$ cat config.mk
export PLATFORM = sky130hd
export DESIGN_NAME = sram_bus_flat
export DESIGN_NICKNAME = d
export VERILOG_FILES = /design/src/rtl/b16_bus_pkg.sv /design/src/rtl/sram_bus_if.sv /design/src/rtl/sram_bus.sv /design/src/flat_wrapper.sv
export SDC_FILE = /design/constraint.sdc
export NUM_CORES = 1
export LEC_CHECK = 0
export CAP_MARGIN = 30
export CORE_ASPECT_RATIO = 0.9
export CORE_MARGIN = 4
export CORE_UTILIZATION = 40
export CTS_BUF_LIST = sky130_fd_sc_hd__clkbuf_8
export CTS_CLUSTER_DIAMETER = 150
export DETAILED_ROUTE_END_ITERATION = 16
export PLACE_DENSITY_LB_ADDON = 0.2
export SYNTH_ARGS = -nofsm -noshare
export SYNTH_HDL_FRONTEND = slang
export SYNTH_SLANG_ARGS = --single-unit
$ cat constraint.sdc
create_clock -name clk -period 3.9 [get_ports clk]
set_clock_uncertainty 0.05 [all_clocks]
set_input_delay 0.585 -clock clk [delete_from_list [all_inputs] [get_ports clk]]
set_output_delay 0.585 -clock clk [all_outputs]
set_load 0.02 [all_outputs]
$ cat src/rtl/b16_bus_pkg.sv
// Shared definitions for the b16 memory bus: SRAM controller state encoding
// and bus/counter widths.
package b16_bus_pkg;

    localparam int unsigned SRAM_AW = 18;
    localparam int unsigned CNT_W   = 4;

    typedef enum logic [2:0] {
        IDLE,
        SETUP,
        STROBE,
        RECOV,
        DONE
    } bus_state_t;

endpackage

$ cat src/rtl/sram_bus_if.sv
// CPU/debugger-side request bus into the SRAM controller: one read or
// byte-masked write request, answered by read data and a ready pulse.
interface sram_bus_if;

    logic        sel;
    logic [15:0] addr;
    logic        r;
    logic [1:0]  w;
    logic [15:0] dwrite;
    logic [15:0] rdata;
    logic        ready;

    modport master (
        output sel, addr, r, w, dwrite,
        input  rdata, ready
    );

    modport slave (
        input  sel, addr, r, w, dwrite,
        output rdata, ready
    );

endinterface

$ cat src/rtl/sram_bus.sv
// Wait-state controller for the external 256Kx16 asynchronous SRAM: sequences
// CE/OE/WE/byte enables and the data-bus direction around a WAIT-cycle strobe.
module sram_bus
    import b16_bus_pkg::*;
#(
    parameter int unsigned WAIT = 2
) (
    input  logic               clk,
    input  logic               reset,
    sram_bus_if.slave          bus,
    output logic [SRAM_AW-1:0] sram_addr,
    input  logic [15:0]        sram_dq_i,
    output logic [15:0]        sram_dq_o,
    output logic               sram_dq_oe,
    output logic               sram_ce_n,
    output logic               sram_oe_n,
    output logic               sram_we_n,
    output logic               sram_ub_n,
    output logic               sram_lb_n
);

    bus_state_t       state_q, state_d;
    logic [CNT_W-1:0] cnt_q, cnt_d;
    logic             rd_q, rd_d;
    logic [1:0]       mask_q, mask_d;
    logic [15:0]      rdata_q;
    logic             ready_q;
    logic             req;
    logic             capture;
    logic             active;
    logic             ce_n_d, oe_n_d, we_n_d, ub_n_d, lb_n_d, dq_oe_d, ready_d;
    logic             unused_addr0;

    assign req          = bus.sel & (bus.r | (|bus.w));
    assign bus.rdata    = rdata_q;
    assign bus.ready    = ready_q;
    assign unused_addr0 = bus.addr[0];

    always_comb begin
        state_d = state_q;
        cnt_d   = cnt_q;
        rd_d    = rd_q;
        mask_d  = mask_q;
        capture = 1'b0;
        case (state_q)
            IDLE: begin
                if (req) begin
                    state_d = SETUP;
                    rd_d    = bus.r;
                    mask_d  = bus.r ? 2'b11 : bus.w;
                end
            end
            SETUP: begin
                state_d = STROBE;
                cnt_d   = CNT_W'(WAIT);
            end
            STROBE: begin
                cnt_d = cnt_q - CNT_W'(1);
                if (cnt_q == CNT_W'(1)) begin
                    state_d = RECOV;
                    capture = rd_q;
                end
            end
            RECOV:   state_d = DONE;
            DONE:    state_d = IDLE;
            default: state_d = IDLE;
        endcase

        // Strobes are decoded from the next state and registered, so the pins
        // change only on clock edges and carry no decode glitches.
        active  = (state_d == SETUP) || (state_d == STROBE) || (state_d == RECOV);
        ce_n_d  = !active;
        oe_n_d  = !(active && rd_d);
        we_n_d  = !((state_d == STROBE) && !rd_d);
        ub_n_d  = !(active && mask_d[1]);
        lb_n_d  = !(active && mask_d[0]);
        dq_oe_d = active && !rd_d;
        ready_d = (state_d == DONE);
    end

    always_ff @(posedge clk or posedge reset) begin
        if (reset) begin
            state_q    <= IDLE;
            cnt_q      <= '0;
            rd_q       <= 1'b0;
            mask_q     <= '0;
            rdata_q    <= '0;
            ready_q    <= 1'b0;
            sram_addr  <= '0;
            sram_dq_o  <= '0;
            sram_dq_oe <= 1'b0;
            sram_ce_n  <= 1'b1;
            sram_oe_n  <= 1'b1;
            sram_we_n  <= 1'b1;
            sram_ub_n  <= 1'b1;
            sram_lb_n  <= 1'b1;
        end else begin
            state_q    <= state_d;
            cnt_q      <= cnt_d;
            rd_q       <= rd_d;
            mask_q     <= mask_d;
            ready_q    <= ready_d;
            sram_dq_oe <= dq_oe_d;
            sram_ce_n  <= ce_n_d;
            sram_oe_n  <= oe_n_d;
            sram_we_n  <= we_n_d;
            sram_ub_n  <= ub_n_d;
            sram_lb_n  <= lb_n_d;
            if (state_q == IDLE && req) begin
                sram_addr <= {{(SRAM_AW - 15){1'b0}}, bus.addr[15:1]};
                sram_dq_o <= bus.dwrite;
            end
            if (capture) begin
                rdata_q <= sram_dq_i;
            end
        end
    end

endmodule

$ cat src/flat_wrapper.sv
// flat-port wrapper written by rule: the top's interface ports become plain ports
module sram_bus_flat import b16_bus_pkg::*;
#(
    parameter int unsigned WAIT = 2
)
  (clk, reset, sram_addr, sram_dq_i, sram_dq_o, sram_dq_oe, sram_ce_n, sram_oe_n, sram_we_n, sram_ub_n, sram_lb_n, bus_sel, bus_addr, bus_r, bus_w, bus_dwrite, bus_rdata, bus_ready);
  sram_bus_if bus_i ();
  input  logic clk;
  input  logic reset;
  output logic [SRAM_AW-1:0] sram_addr;
  input  logic [15:0] sram_dq_i;
  output logic [15:0] sram_dq_o;
  output logic sram_dq_oe;
  output logic sram_ce_n;
  output logic sram_oe_n;
  output logic sram_we_n;
  output logic sram_ub_n;
  output logic sram_lb_n;
  input wire logic [$bits(bus_i.sel)-1:0] bus_sel;
  input wire logic [$bits(bus_i.addr)-1:0] bus_addr;
  input wire logic [$bits(bus_i.r)-1:0] bus_r;
  input wire logic [$bits(bus_i.w)-1:0] bus_w;
  input wire logic [$bits(bus_i.dwrite)-1:0] bus_dwrite;
  output wire logic [$bits(bus_i.rdata)-1:0] bus_rdata;
  output wire logic [$bits(bus_i.ready)-1:0] bus_ready;
  assign bus_i.sel = bus_sel;
  assign bus_i.addr = bus_addr;
  assign bus_i.r = bus_r;
  assign bus_i.w = bus_w;
  assign bus_i.dwrite = bus_dwrite;
  assign bus_rdata = bus_i.rdata;
  assign bus_ready = bus_i.ready;
  sram_bus #(.WAIT(WAIT)) u_core (.clk(clk), .reset(reset), .bus(bus_i), .sram_addr(sram_addr), .sram_dq_i(sram_dq_i), .sram_dq_o(sram_dq_o), .sram_dq_oe(sram_dq_oe), .sram_ce_n(sram_ce_n), .sram_oe_n(sram_oe_n), .sram_we_n(sram_we_n), .sram_ub_n(sram_ub_n), .sram_lb_n(sram_lb_n));
endmodule
### Word level (Yosys, flattened, before mapping)

Cells that the tools add are included.

* register bits: 64
* word-level logic and storage cells: 53

* add/sub/neg operators: 1
* eq/ne operators: 8
* mux-type cells: 11
* bitwise operators: 2
* reduce and logical (&&, ||, !) cells: 17

Operators with widths (count)
* $eq A3 B2 Y1 const B: 4
* $pmux W3 S4: 1
* $pmux W4 S2: 1
* $eq A3 B1 Y1 const B: 2
* $logic_and A1 B1 Y1: 6
* $logic_not A1 Y1: 6
* $mux W2: 3
* $mux W3: 2
* $eq A4 B1 Y1 const B: 1
* $mux W1: 4
* $sub A4 B1 Y4 const B: 1
* $eq A3 B3 Y1 const B: 1
* $logic_not A3 Y1: 1
* $logic_or A1 B1 Y1: 2
* $reduce_bool A2 Y1: 1
* $reduce_or A2 Y1: 1
* $and A1 B1 Y1: 1
* $or A1 B1 Y1: 1

### Depth between registers and ports, before layout

Gate-level depths: netlist (run 1).

* depth in word-level cells: 10
* depth in mapped cells: 7
* mapped depth without buffers: 5

### Worst setup path before layout (run 1)

Ideal clock, no wire load.

* path type: input -> register
* start: input bus_sel
* end: register u_core.sram_addr[0]
* arrival: 1.715 ns
* required time: 3.725 ns
* path slack: 2.009 ns
* stages: 4
* cells stage by stage: or4b_4 -> nor2_8 -> buf_12 -> mux2_4

* word-level cells in the longest chain between the ends: 2

Ends and longest elaborated chain
* from (decl): RTL line flat_wrapper.sv:19 `input wire logic [$bits(bus_i.sel)-1:0] bus_sel;`
* $and A1 B1 Y1: RTL line sram_bus.sv:34 `assign req = bus.sel & (bus.r | (|bus.w));`
* $logic_and A1 B1 Y1: RTL line sram_bus.sv:109 `if (state_q == IDLE && req) begin`
* to (signal assigned): RTL line sram_bus.sv:110 `sram_addr <= {{(SRAM_AW - 15){1'b0}}, bus.addr[15:1]};`
* to (decl): RTL line sram_bus.sv:11 `output logic [SRAM_AW-1:0] sram_addr,`

Every way passes these cells.
A chain may end at the register's enable or synchronous reset.

### Final worst setup path (run 1)

* start: input bus_sel
* end: register u_core.sram_dq_o[14]

* word-level cells in the longest chain between the ends: 2

Ends and longest elaborated chain
* $and A1 B1 Y1: RTL line sram_bus.sv:34
* $logic_and A1 B1 Y1: RTL line sram_bus.sv:109
* to (signal assigned): RTL line sram_bus.sv:111 `sram_dq_o <= bus.dwrite;`
* to (decl): RTL line sram_bus.sv:13 `output logic [15:0] sram_dq_o,`

Every way passes these cells.

==> summary.txt, run 1 <==
Run status
  • Outcome: complete, no violations

Clock network
  • Root buf cell: clkbuf_8
  • H-tree depth: 3
  • TritonCTS Sinks: 64
  • Worst-path clk slew: 70 ps
  • Clk_lat worst skew: 340 ps
  • Hold buffers post-CTS: 0
  • CTS tree: done
  • CTS buffer count: 9
  • Post-CTS resize count: 0
  • Post-CTS setup buffer count: 0
  • Clk buf depth: 2

Die
  • Die X: 94.6 um
  • Row cnt: 28
  • Die H: 85.9 um
  • Die area: between 0.008 and 0.009 mm^2
  • I/O pins: 111
  • Core Area: 0.00655 mm^2
  • Initial Utilization: 0.412

Yosys
  • YS warnings: 0
  • Synth cell types: 33
  • Post-Syn Area: 0.00270 mm^2
  • Yosys reg bits: 64
  • Syn Area/Cell: 15.6 um^2
  • Register area share after synthesis: 0.596
  • Synth Instances: 173

Global routing
  • Initial antenna violation count: 0
  • First-pass GRT wire length: 9270 um
  • Met2 usage: 0.244
  • Gr busiest metal: met2
  • Met1 Track Usage GR: 0.185
  • GRT Residual Overflow: 0
  • Gr usage total: 0.152
  • Met3 usage: 0.0588
  • Vias in the first global route: 1826
  • Largest net degree at the start of global routing: 32

Flow run
  • Max Cap Viol: 0

Placement
  • Number of port buffers: 106
  • Placed Cells: approximately 360
  • Post-DP Area: approximately 0.0038 mm^2
  • Gpl congestion: 0.717
  • HPWL after DPL: 4230 um
  • Setup Slack @ Placement: 1060 ps

Worst setup path
  • Crit path kind: primary input to flop
  • Delay-heaviest family, CP: simple AND/OR/NAND/NOR gates
  • WP data arrival: 2650 ps
  • R2r setup slk: 1510 ps
  • Worst path bufs/invs: 1
  • CP cell instances: clkdlybuf4s50_1 > or4b_4 > nor2_8 > mux2_2
  • Largest stage delay on the critical path: between 600 and 700 ps
  • Required @ worst endpoint: 4080 ps
  • Crit. End Element: flop
  • CP startpoint kind: primary input
  • CP Max Fanout: 31
  • Slowest-stage cell, CP: nor2_8

STA
  • Worst slew pin tran: 742 ps
  • Fin. max-slew vios: 0
  • Fin crit period: 2470 ps
  • Fin crit share: 0.634
  • Hold_ws: 368 ps
  • Final setup TNS: 0 ps
  • Final WS setup: ~1400 ps
  • FMAX: 0.405 GHz
  • RSZ-0062 raised after global routing: no
  • Slew margin rel.: 0.505
  • Final setup fails: 0
  • Final-report hold violation count: 0

Finish
  • Antenna cells: 0
  • Layout cell share with drive strength beyond 1: 0.257
  • Layout area overhead: 48.4%
  • Post-Route Utilization: 0.612
  • Nets@finish: around 340
  • Final non-filler cell total: 378
  • Final Instance Area: 0.00401 mm^2

Power and ir drop
  • Leak: 1.76 nW
  • VDD IR-drop max: 0.357 mV
  • Tot Pwr: 3.37 mW
  • PD cells: 840 mW/mm^2

Drt
  • Drt total wl: 5840 um
  • Drt wl/cell: 15.5 um
  • DRT antenna net count: 0
  • Initial DRC Count: 34
  • Vias per cell: about 4.7
  • Routed vias: 1758
  • DRC: 0
  • Drt first pass iters: 4

Worst hold path
  • Hold WC Path Type: flop to flop
==> final timing paths <==
kind,cells past startpoint,startpoint,end
max in group asynchronous,3,reset,u_core.sram_oe_n$_DFF_PP1_
worst min-delay path,1,u_core.mask_q[0]$_DFF_PP0_,u_core.sram_lb_n$_DFF_PP1_
worst min register to register,1,u_core.mask_q[0]$_DFF_PP0_,u_core.sram_lb_n$_DFF_PP1_
worst max register to register,3,u_core.state_q[0]$_DFF_PP0_,u_core.sram_dq_o[14]$_DFFE_PP0P_
worst max-delay path,4,bus_sel,u_core.sram_dq_o[14]$_DFFE_PP0P_
min in group asynchronous,2,reset,u_core.sram_addr[0]$_DFFE_PP0P_
==> cell usage after synthesis, drive strengths merged <==
cell type,instances,area [um^2]
a21o,2,15.0
xnor2,1,8.76
nor4b,2,17.5
a22o,1,8.76
dfrtp,59,1480
a31oi,1,6.26
o32ai,1,8.76
or4,1,7.51
a22oi,3,22.5
nor2,8,46.3
and3b,1,8.76
nor3,4,25.0
dfstp,5,131
a21oi,5,25.0
inv,5,18.8
nor3b,1,7.51
or4b,1,13.8
ha,2,25.0
mux2,47,642
conb,1,3.75
and3,3,18.8
buf,9,100
nand2b,1,6.26
clkbuf,2,7.51
o22ai,1,6.26
o21ai,3,15.0
o2bb2ai,2,17.5
o22a,1,8.76
==> power by group <==
group,internal (mW),switching (mW)
sequential,0.977,0.195
combinational,0.884,0.691
clock,0.360,0.259
total,2.22,1.15
==> state kept, by name, summed over array words and instances, names as in the netlist <==
signal	flops
u_core.sram_ce_n	1
u_core.bus.rdata	16
u_core.sram_we_n	1
u_core.cnt_q	4
u_core.sram_addr	15
u_core.mask_q	2
u_core.rd_q	1
u_core.sram_dq_oe	1
u_core.state_q	3
u_core.bus.ready	1
u_core.sram_lb_n	1
u_core.sram_ub_n	1
u_core.sram_dq_o	16
u_core.sram_oe_n	1
==> routing by layer <==
layer | routed length, um | vias up
met1 | 2430 | 873
met2 | 2870 | 53
met4 | 97 | 0
li1 | - | 824
met5 | 0 | -
met3 | 441 | 8
==> cells in the final DEF, fill, tap and decap left out <==
master,netlist,routed
o22a_1,1,1
clkinv_2,0,2
a21oi_1,5,5
conb_1,1,3
a22o_1,1,1
nand2b_1,1,1
mux2_4,30,30
inv_2,0,1
nor3_1,3,3
nor2_8,1,1
inv_6,0,1
dfrtp_1,59,59
or4_1,1,1
o32ai_1,1,1
or4b_4,1,1
nor3_2,1,1
clkbuf_8,0,9
and3_1,3,3
o22ai_1,1,1
clkinv_4,0,1
a31oi_1,1,1
dfstp_2,5,5
o21ai_0,3,3
xnor2_1,1,1
mux2_2,17,17
bufinv_16,0,2
clkinvlp_4,0,1
o2bb2ai_1,2,2
clkdlybuf4s50_1,0,106
a21o_1,2,2
and3b_1,1,1
buf_4,4,2
nor4b_1,2,2
nor3b_1,1,1
inv_1,5,4
ha_1,2,2
nor2_1,7,7
a22oi_1,3,3
==> area by class of cell <==
class / count / area, um^2
tap: 90 / 113
timing repair buffer: 108 / 1080
inverter: 5 / 18.8
clock inverter: 7 / 95.1
clock buffer: 9 / 124
fill: 538 / 2540
multi-input combinational: 95 / 972
sequential: 64 / 1610
==> cells by family (layout without fill, tap and decap cells) <==
| logic type | Yosys count | in the layout | share of synthesized area |
|---|---|---|---|
| AND/OR/NAND/NOR | 22 | 22 | 0.0561 |
| adder cells (fa/ha/maj) | 2 | 2 | 0.00927 |
| flip-flops | 64 | 64 | 0.596 |
| AO/OA/AOI/OAI | 20 | 20 | 0.0496 |
| XOR/XNOR | 1 | 1 | 0.00325 |
| other | 1 | 3 | 0.00139 |
| multiplexers | 47 | 47 | 0.238 |
| buffers and inverters | 16 | 129 | 0.0468 |
No activity file was read; power rests on OpenSTA's default activity.
==> run 2: changes to the inputs <==
Clock period 3.9 ns to 2.46 ns, I/O delays scaled along.
==> run 2 against run 1 <==
Against the previous run:
- worst setup slack got worse by 910 ps
- cell area is 2.0% higher
- die area is the same
- via count is 1.6% higher
- global-route usage is 0.85 points higher
- critical path type unchanged
- largest power group unchanged
==> summary.txt, run 2 (synthesis gave the netlist of run 1 again) <==
Finish
  • Most frequent cells in the layout: 106 x clkdlybuf4s50_1, 59 x dfrtp_1, 30 x mux2_4
  • Nets@finish: 344 (+1.5%)
  • Final non-filler cell total: 383 (+1.3%)
  • Layout cell share with drive strength beyond 1: 0.266 (+0.00927)
  • Final Instance Area: 0.00409 mm^2 (+2.0%)
  • Layout area overhead: 51.4%
  • Antenna cells: 0 (unchanged)
  • Fillers: 528 (-1.9%)
  • Most common library cell in the layout ignoring fill and taps: clkdlybuf4s50_1

Worst setup path
  • FF-to-FF Start: u_core.state_q[0]$_DFF_PP0_
  • Reg2Reg Capture Point: u_core.sram_dq_o[13]$_DFFE_PP0P_
  • Delay-heaviest family, CP: buffers and inverters
  • CP startpoint kind: primary input
  • Slowest-stage cell, CP: or4b_4
  • Required @ worst endpoint: 2620 ps (-1460 ps)
  • CP cell instances: clkdlybuf4s50_1 > or4b_4 > nor2_8 > buf_4 > mux2_4
  • Worst path bufs/invs: 2 (+1)
  • Largest stage delay on the critical path: 530 ps (-90 ps)
  • Crit path kind: primary input to flop
  • FF-to-FF path depth: 4 (+1)
  • Crit. End Element: flop
  • CP Max Fanout: 10 (-68%)
  • R2r setup slk: 600 ps (-910 ps)
  • WP data arrival: 2100 ps (-550 ps)

Power and ir drop
  • Leak: 1.80 nW (+2.6%)
  • PD cells: 1340 mW/mm^2 (+60%)
  • Switching power: 1.81 mW (+58%)
  • Internal power: 3.67 mW (+65%)
  • Switching share of total power: 0.331 (-0.00948)
  • Comb pwr share: 0.479 (+0.011)
  • Power share of the clock group: 0.192 (+0.008)
  • VDD IR-drop max: 0.532 mV (+49%)
  • Part of the power in registers: 0.328 (-0.020)

Worst hold path
  • Hold WC Path Type: flop to flop
  • Hold Path Stages: 1 (unchanged)
  • Worst Hold End: u_core.sram_ub_n$_DFF_PP1_
  • Hold wc startpoint: u_core.mask_q[1]$_DFF_PP0_

Die
  • Die H: 85.9 um (unchanged)
  • Initial Utilization: 0.412 (unchanged)
  • Core Area: 0.00655 mm^2 (unchanged)
  • Die X: 94.6 um (unchanged)
  • Row cnt: 28 (unchanged)
  • Die area: 0.00813 mm^2 (unchanged)
  • I/O pins: 111 (unchanged)

Global routing
  • Gr usage total: 0.161 (+0.00853)
  • Initial antenna violation count: 0 (unchanged)
  • Largest net degree at the start of global routing: 65 (+100%)
  • Vias in the first global route: 1894 (+3.7%)
  • First-pass GRT wire length: 9940 um (+7.3%)
  • GRT Residual Overflow: 0 (unchanged)

STA
  • Final setup TNS: 0 ps (unchanged)
  • Final setup fails: 0 (unchanged)
  • Fin. max-slew vios: 0 (unchanged)
  • RSZ-0062 raised after global routing: no
  • Worst slew pin tran: 522 ps (-220 ps)
  • Slew margin rel.: 0.647 (+0.142)
  • Fin crit period: 1940 ps
  • Fin crit share: 0.789
  • Final-report hold violation count: 0 (unchanged)
  • FMAX: 0.515 GHz

Drt
  • Initial DRC Count: 120 (+250%)
  • Drt wl/cell: 15.8 um (+2.1%)
  • Vias per cell: 4.67 (+0.32%)
  • Drt total wl: 6040 um (+3.4%)
  • DRT antenna net count: 0 (unchanged)
  • Routed vias: 1787 (+1.6%)
  • Drt first pass iters: 4 (unchanged)
  • DRC: 0 (unchanged)

Clock network
  • H-tree depth: 3 (unchanged)
  • Hold buffers post-CTS: 0 (unchanged)
  • TritonCTS Sinks: 64 (unchanged)
  • Root buf cell: clkbuf_8
  • Post-CTS resize count: 0 (unchanged)
  • CTS buffer count: 9 (unchanged)
  • Clk buf depth: 2 (unchanged)
  • CTS tree: done
  • Worst-path clk slew: 70 ps (about the same)
  • Post-CTS setup buffer count: 0 (unchanged)
  • Clk_lat worst skew: 330 ps (about the same)

Run status
  • Outcome: complete, no violations

Placement
  • Number of port buffers: 106 (unchanged)
  • Post-DP Area: 0.00385 mm^2 (+1.7%)
  • HPWL after DPL: 4330 um (+2.5%)
  • Gpl congestion: 0.744 (+3.7%)
  • Placed Cells: 367 (+1.4%)

Flow run
  • Max Cap Viol: 0 (unchanged)
run 2: worst max-delay path by stage:
stage	start	to	slack (ps)	cells after the start
4_1_cts	u_core.sram_ce_n$_DFF_PP1_	sram_ce_n	550	1
2_1_floorplan	reset	u_core.bus.rdata[0]$_DFFE_PP0P_	450	1
5_1_grt	u_core.state_q[0]$_DFF_PP0_	u_core.bus.rdata[15]$_DFFE_PP0P_	490	5
6_report	bus_sel	u_core.sram_dq_o[13]$_DFFE_PP0P_	520	5
3_3_place_gp	bus_sel	u_core.sram_dq_o[11]$_DFFE_PP0P_	190	5
3_5_place_dp	bus_sel	u_core.sram_dq_o[8]$_DFFE_PP0P_	180	5
run 2: power by group through the flow:
stage / clock (mW) / combinational [mW] / sequential [mW]
floorplan: 0 / 1.10 / 2.30
global placement: 0 / 2.63 / 1.79
detailed placement: 0 / 2.65 / 1.82
CTS: 1.10 / 2.67 / 1.80
global route: 1.15 / 2.81 / 1.86
finish: 1.06 / 2.63 / 1.80
run 2: layer usage:
metal / global-route usage / vias to the layer above / part of all wire
met5: 0 / - / 0
met4: 0.0550 / 0 / 0.010
met3: 0.0544 / 6 / 0.058
met2: 0.258 / 49 / 0.50
met1: 0.203 / 892 / 0.43
li1: - / 840 / -
run 2: metrics by stage:
stage | hold slack [ps] | util | power [mW] | setup slack (ps)
global route | 395 | 0.624 | 5.83 | 488
detailed placement | 353 | 0.588 | 4.47 | 178
global placement | 348 | 0.588 | 4.42 | 188
CTS | 363 | 0.624 | 5.57 | 545
floorplan | 336 | - | 3.39 | 451
finish | 361 | 0.624 | 5.49 | 520
run 2: layout make-up:
| cell class | count | area (um^2) | area share |
|---|---|---|---|
| inverter | 5 | 18.8 | 0.00459 |
| clock inverter | 7 | 111 | 0.0273 |
| multi-input combinational | 95 | 972 | 0.238 |
| clock buffer | 9 | 124 | 0.0303 |
| tap | 90 | 113 | 0.0276 |
| sequential | 64 | 1610 | 0.394 |
| timing repair buffer | 113 | 1140 | 0.279 |
==> run 3: changes to the inputs <==
Clock period 2.46 ns to 1.7 ns, I/O delays scaled along.
==> run 3 against run 2 <==
Against the previous run:
- the flow now finishes with violations (setup timing)
- non-clock buffer count is 9 higher
- critical path type is now flop to flop
- via count is 2.1% higher
- sequential power is 45% higher
- largest cell class unchanged
- combinational power is 53% higher
==> summary.txt, run 3 (synthesis gave the netlist of run 1 again) <==
STA
  • Fin. max-slew vios: 0 (unchanged)
  • FMAX: 0.565 GHz
  • Final setup TNS: -1680 ps (-1680 ps)
  • Final-report hold violation count: 0 (unchanged)
  • Fin crit period: 1770 ps
  • Fin crit share: 1.04
  • RSZ-0062 raised after global routing: yes
  • Final WS setup: -71.1 ps (-591 ps)
  • Final setup fails: 30 (+30)

Worst setup path
  • R2r setup slk: -70 ps (-670 ps)
  • WP data arrival: 1930 ps (-170 ps)
  • Crit path kind: flop to flop
  • CP startpoint kind: flop
  • Required @ worst endpoint: 1860 ps (-760 ps)
  • CP Max Fanout: 16 (+6)
  • Crit. End Element: flop
  • FF-to-FF Start: u_core.state_q[2]$_DFF_PP0_
  • Reg2Reg Capture Point: u_core.sram_dq_o[1]$_DFFE_PP0P_
  • FF-to-FF path depth: 4 (unchanged)

Finish
  • Antenna cells: 0 (unchanged)
  • Fillers: 487 (-7.8%)
  • Register Area: 0.00161 mm^2 (unchanged)
  • Most common library cell in the layout ignoring fill and taps: clkdlybuf4s50_1
  • Multi-input gate area: 0.00105 mm^2 (+7.6%)
  • Post-Route Utilization: 0.652 (+0.0283)
  • Final Instance Area: 0.00427 mm^2 (+4.5%)
  • Layout cell share with drive strength beyond 1: 0.312 (+0.0461)
  • Layout area overhead: 58.2%
  • Nets@finish: 353 (+2.6%)
  • Most frequent cells in the layout: 101 x clkdlybuf4s50_1, 59 x dfrtp_1, 40 x mux2_4

Global routing
  • Initial antenna violation count: 0 (unchanged)
  • Gr usage total: 0.152 (-0.00862)
  • Largest net degree at the start of global routing: 65 (unchanged)
  • First-pass GRT wire length: 9560 um (-3.8%)
  • GRT Residual Overflow: 0 (unchanged)
  • Vias in the first global route: 1835 (-3.1%)

Die
  • Initial Utilization: 0.412 (unchanged)
  • Die area: 0.00813 mm^2 (unchanged)
  • Row cnt: 28 (unchanged)
  • Die X: 94.6 um (unchanged)
  • Core Area: 0.00655 mm^2 (unchanged)
  • Die H: 85.9 um (unchanged)
  • I/O pins: 111 (unchanged)

Run status
  • Outcome: finished, violations left
  • Failing checks: setup timing

Clock network
  • CTS tree: done
  • Clk buf depth: 2 (unchanged)
  • Hold buffers post-CTS: 0 (unchanged)
  • CTS buffer count: 9 (unchanged)
  • Root buf cell: clkbuf_8
  • Worst-path clk slew: 60 ps (about the same)
  • Clk_lat worst skew: 320 ps (about the same)
  • H-tree depth: 3 (unchanged)
  • TritonCTS Sinks: 64 (unchanged)

Drt
  • Drt wl/cell: 16.3 um (+3.5%)
  • Routed vias: 1825 (+2.1%)
  • Drt total wl: 6390 um (+5.7%)
  • DRC: 0 (unchanged)
  • Drt first pass iters: 4 (unchanged)
  • DRT antenna net count: 0 (unchanged)
  • Initial DRC Count: 70 (-42%)
  • Vias per cell: 4.67 (about the same)

Placement
  • Post-DP Area: 0.00394 mm^2 (+2.2%)
  • Gpl congestion: 0.754 (+1.2%)
  • Number of port buffers: 106 (unchanged)
  • HPWL after DPL: 4410 um (+1.7%)
  • Setup Slack @ Placement: -396 ps (-574 ps)

Worst hold path
  • Hold WC Path Type: primary input to asynchronous set/reset pin

Power and ir drop
  • VDD IR-drop max: 0.821 mV (+54%)
  • PD cells: 1910 mW/mm^2 (+42%)
  • Leak: 1.88 nW (+4.0%)

Flow run
  • Max Cap Viol: 0 (unchanged)
==> run 3: cell count changes in the layout (fill, tap and decap cells not counted), moves of 2 or more <==
cell / before / now
mux2_4: 30 / 40
buf_4: 5 / 11
mux2_2: 17 / 7
clkinv_2: 2 / 0
dlygate4sd2_1: 0 / 5
clkbuf_8: 9 / 13
inv_1: 5 / 3
buf_12: 2 / 4
clkdlybuf4s50_1: 106 / 101
==> run 3: report_power, final <==
group	internal, mW	total, mW	leakage (nW)	switching [mW]
clock	0.979	1.53	0.122	0.549
combinational	2.24	4.03	0.975	1.79
sequential	2.24	2.61	0.780	0.368
==> run 3: metrics by stage <==
step | hold slack (ps) | cells | total power [mW]
after detailed placement | 358 | 374 | 6.59
after floorplan | 278 | 175 | 4.92
final | 321 | 391 | 8.17
after global placement | 354 | 374 | 6.51
after CTS | 324 | 389 | 8.12
after global routing | 338 | 391 | 8.62
==> run 3: what timing repair did <==
item	4_1_cts	5_1_grt
gates resized for setup	5	17
setup endpoints to repair	35	49
gates cloned	0	1
buffers inserted	0	1
==> run 3: worst max-delay path: stages (launching register included) <==
cell	delay, ps
dfrtp_1	370
or4b_4	580
nor2_8	150
buf_12	190
mux2_4	310
==> run 3: layout make-up <==
cell class,instances,area share
clock buffer,13,0.0419
clock inverter,2,0.0141
tap,90,0.0264
sequential,64,0.377
inverter,5,0.00527
multi-input combinational,95,0.245
timing repair buffer,122,0.291
==> run 3: layer usage <==
layer | GRT usage | vias to the layer above | part of all wire
met3 | 0.0518 | 8 | 0.061
met4 | 0.0315 | 0 | 0.011
met2 | 0.224 | 55 | 0.47
met5 | 0 | - | 0
met1 | 0.219 | 906 | 0.46
li1 | - | 856 | -
==> run 3: how the worst max path moves through the flow <==
stage,startpoint,to,slack [ps],depth (start not counted)
detailed placement,bus_sel,u_core.sram_addr[11]$_DFFE_PP0P_,-400,5
global route,u_core.state_q[2]$_DFF_PP0_,u_core.sram_addr[10]$_DFFE_PP0P_,-100,4
finish,u_core.state_q[2]$_DFF_PP0_,u_core.sram_dq_o[1]$_DFFE_PP0P_,-70,4
global placement,bus_sel,u_core.sram_dq_o[7]$_DFFE_PP0P_,-370,5
CTS,u_core.state_q[2]$_DFF_PP0_,u_core.sram_addr[12]$_DFFE_PP0P_,-80,4
floorplan,u_core.state_q[0]$_DFF_PP0_,u_core.sram_addr[0]$_DFFE_PP0P_,-30,4
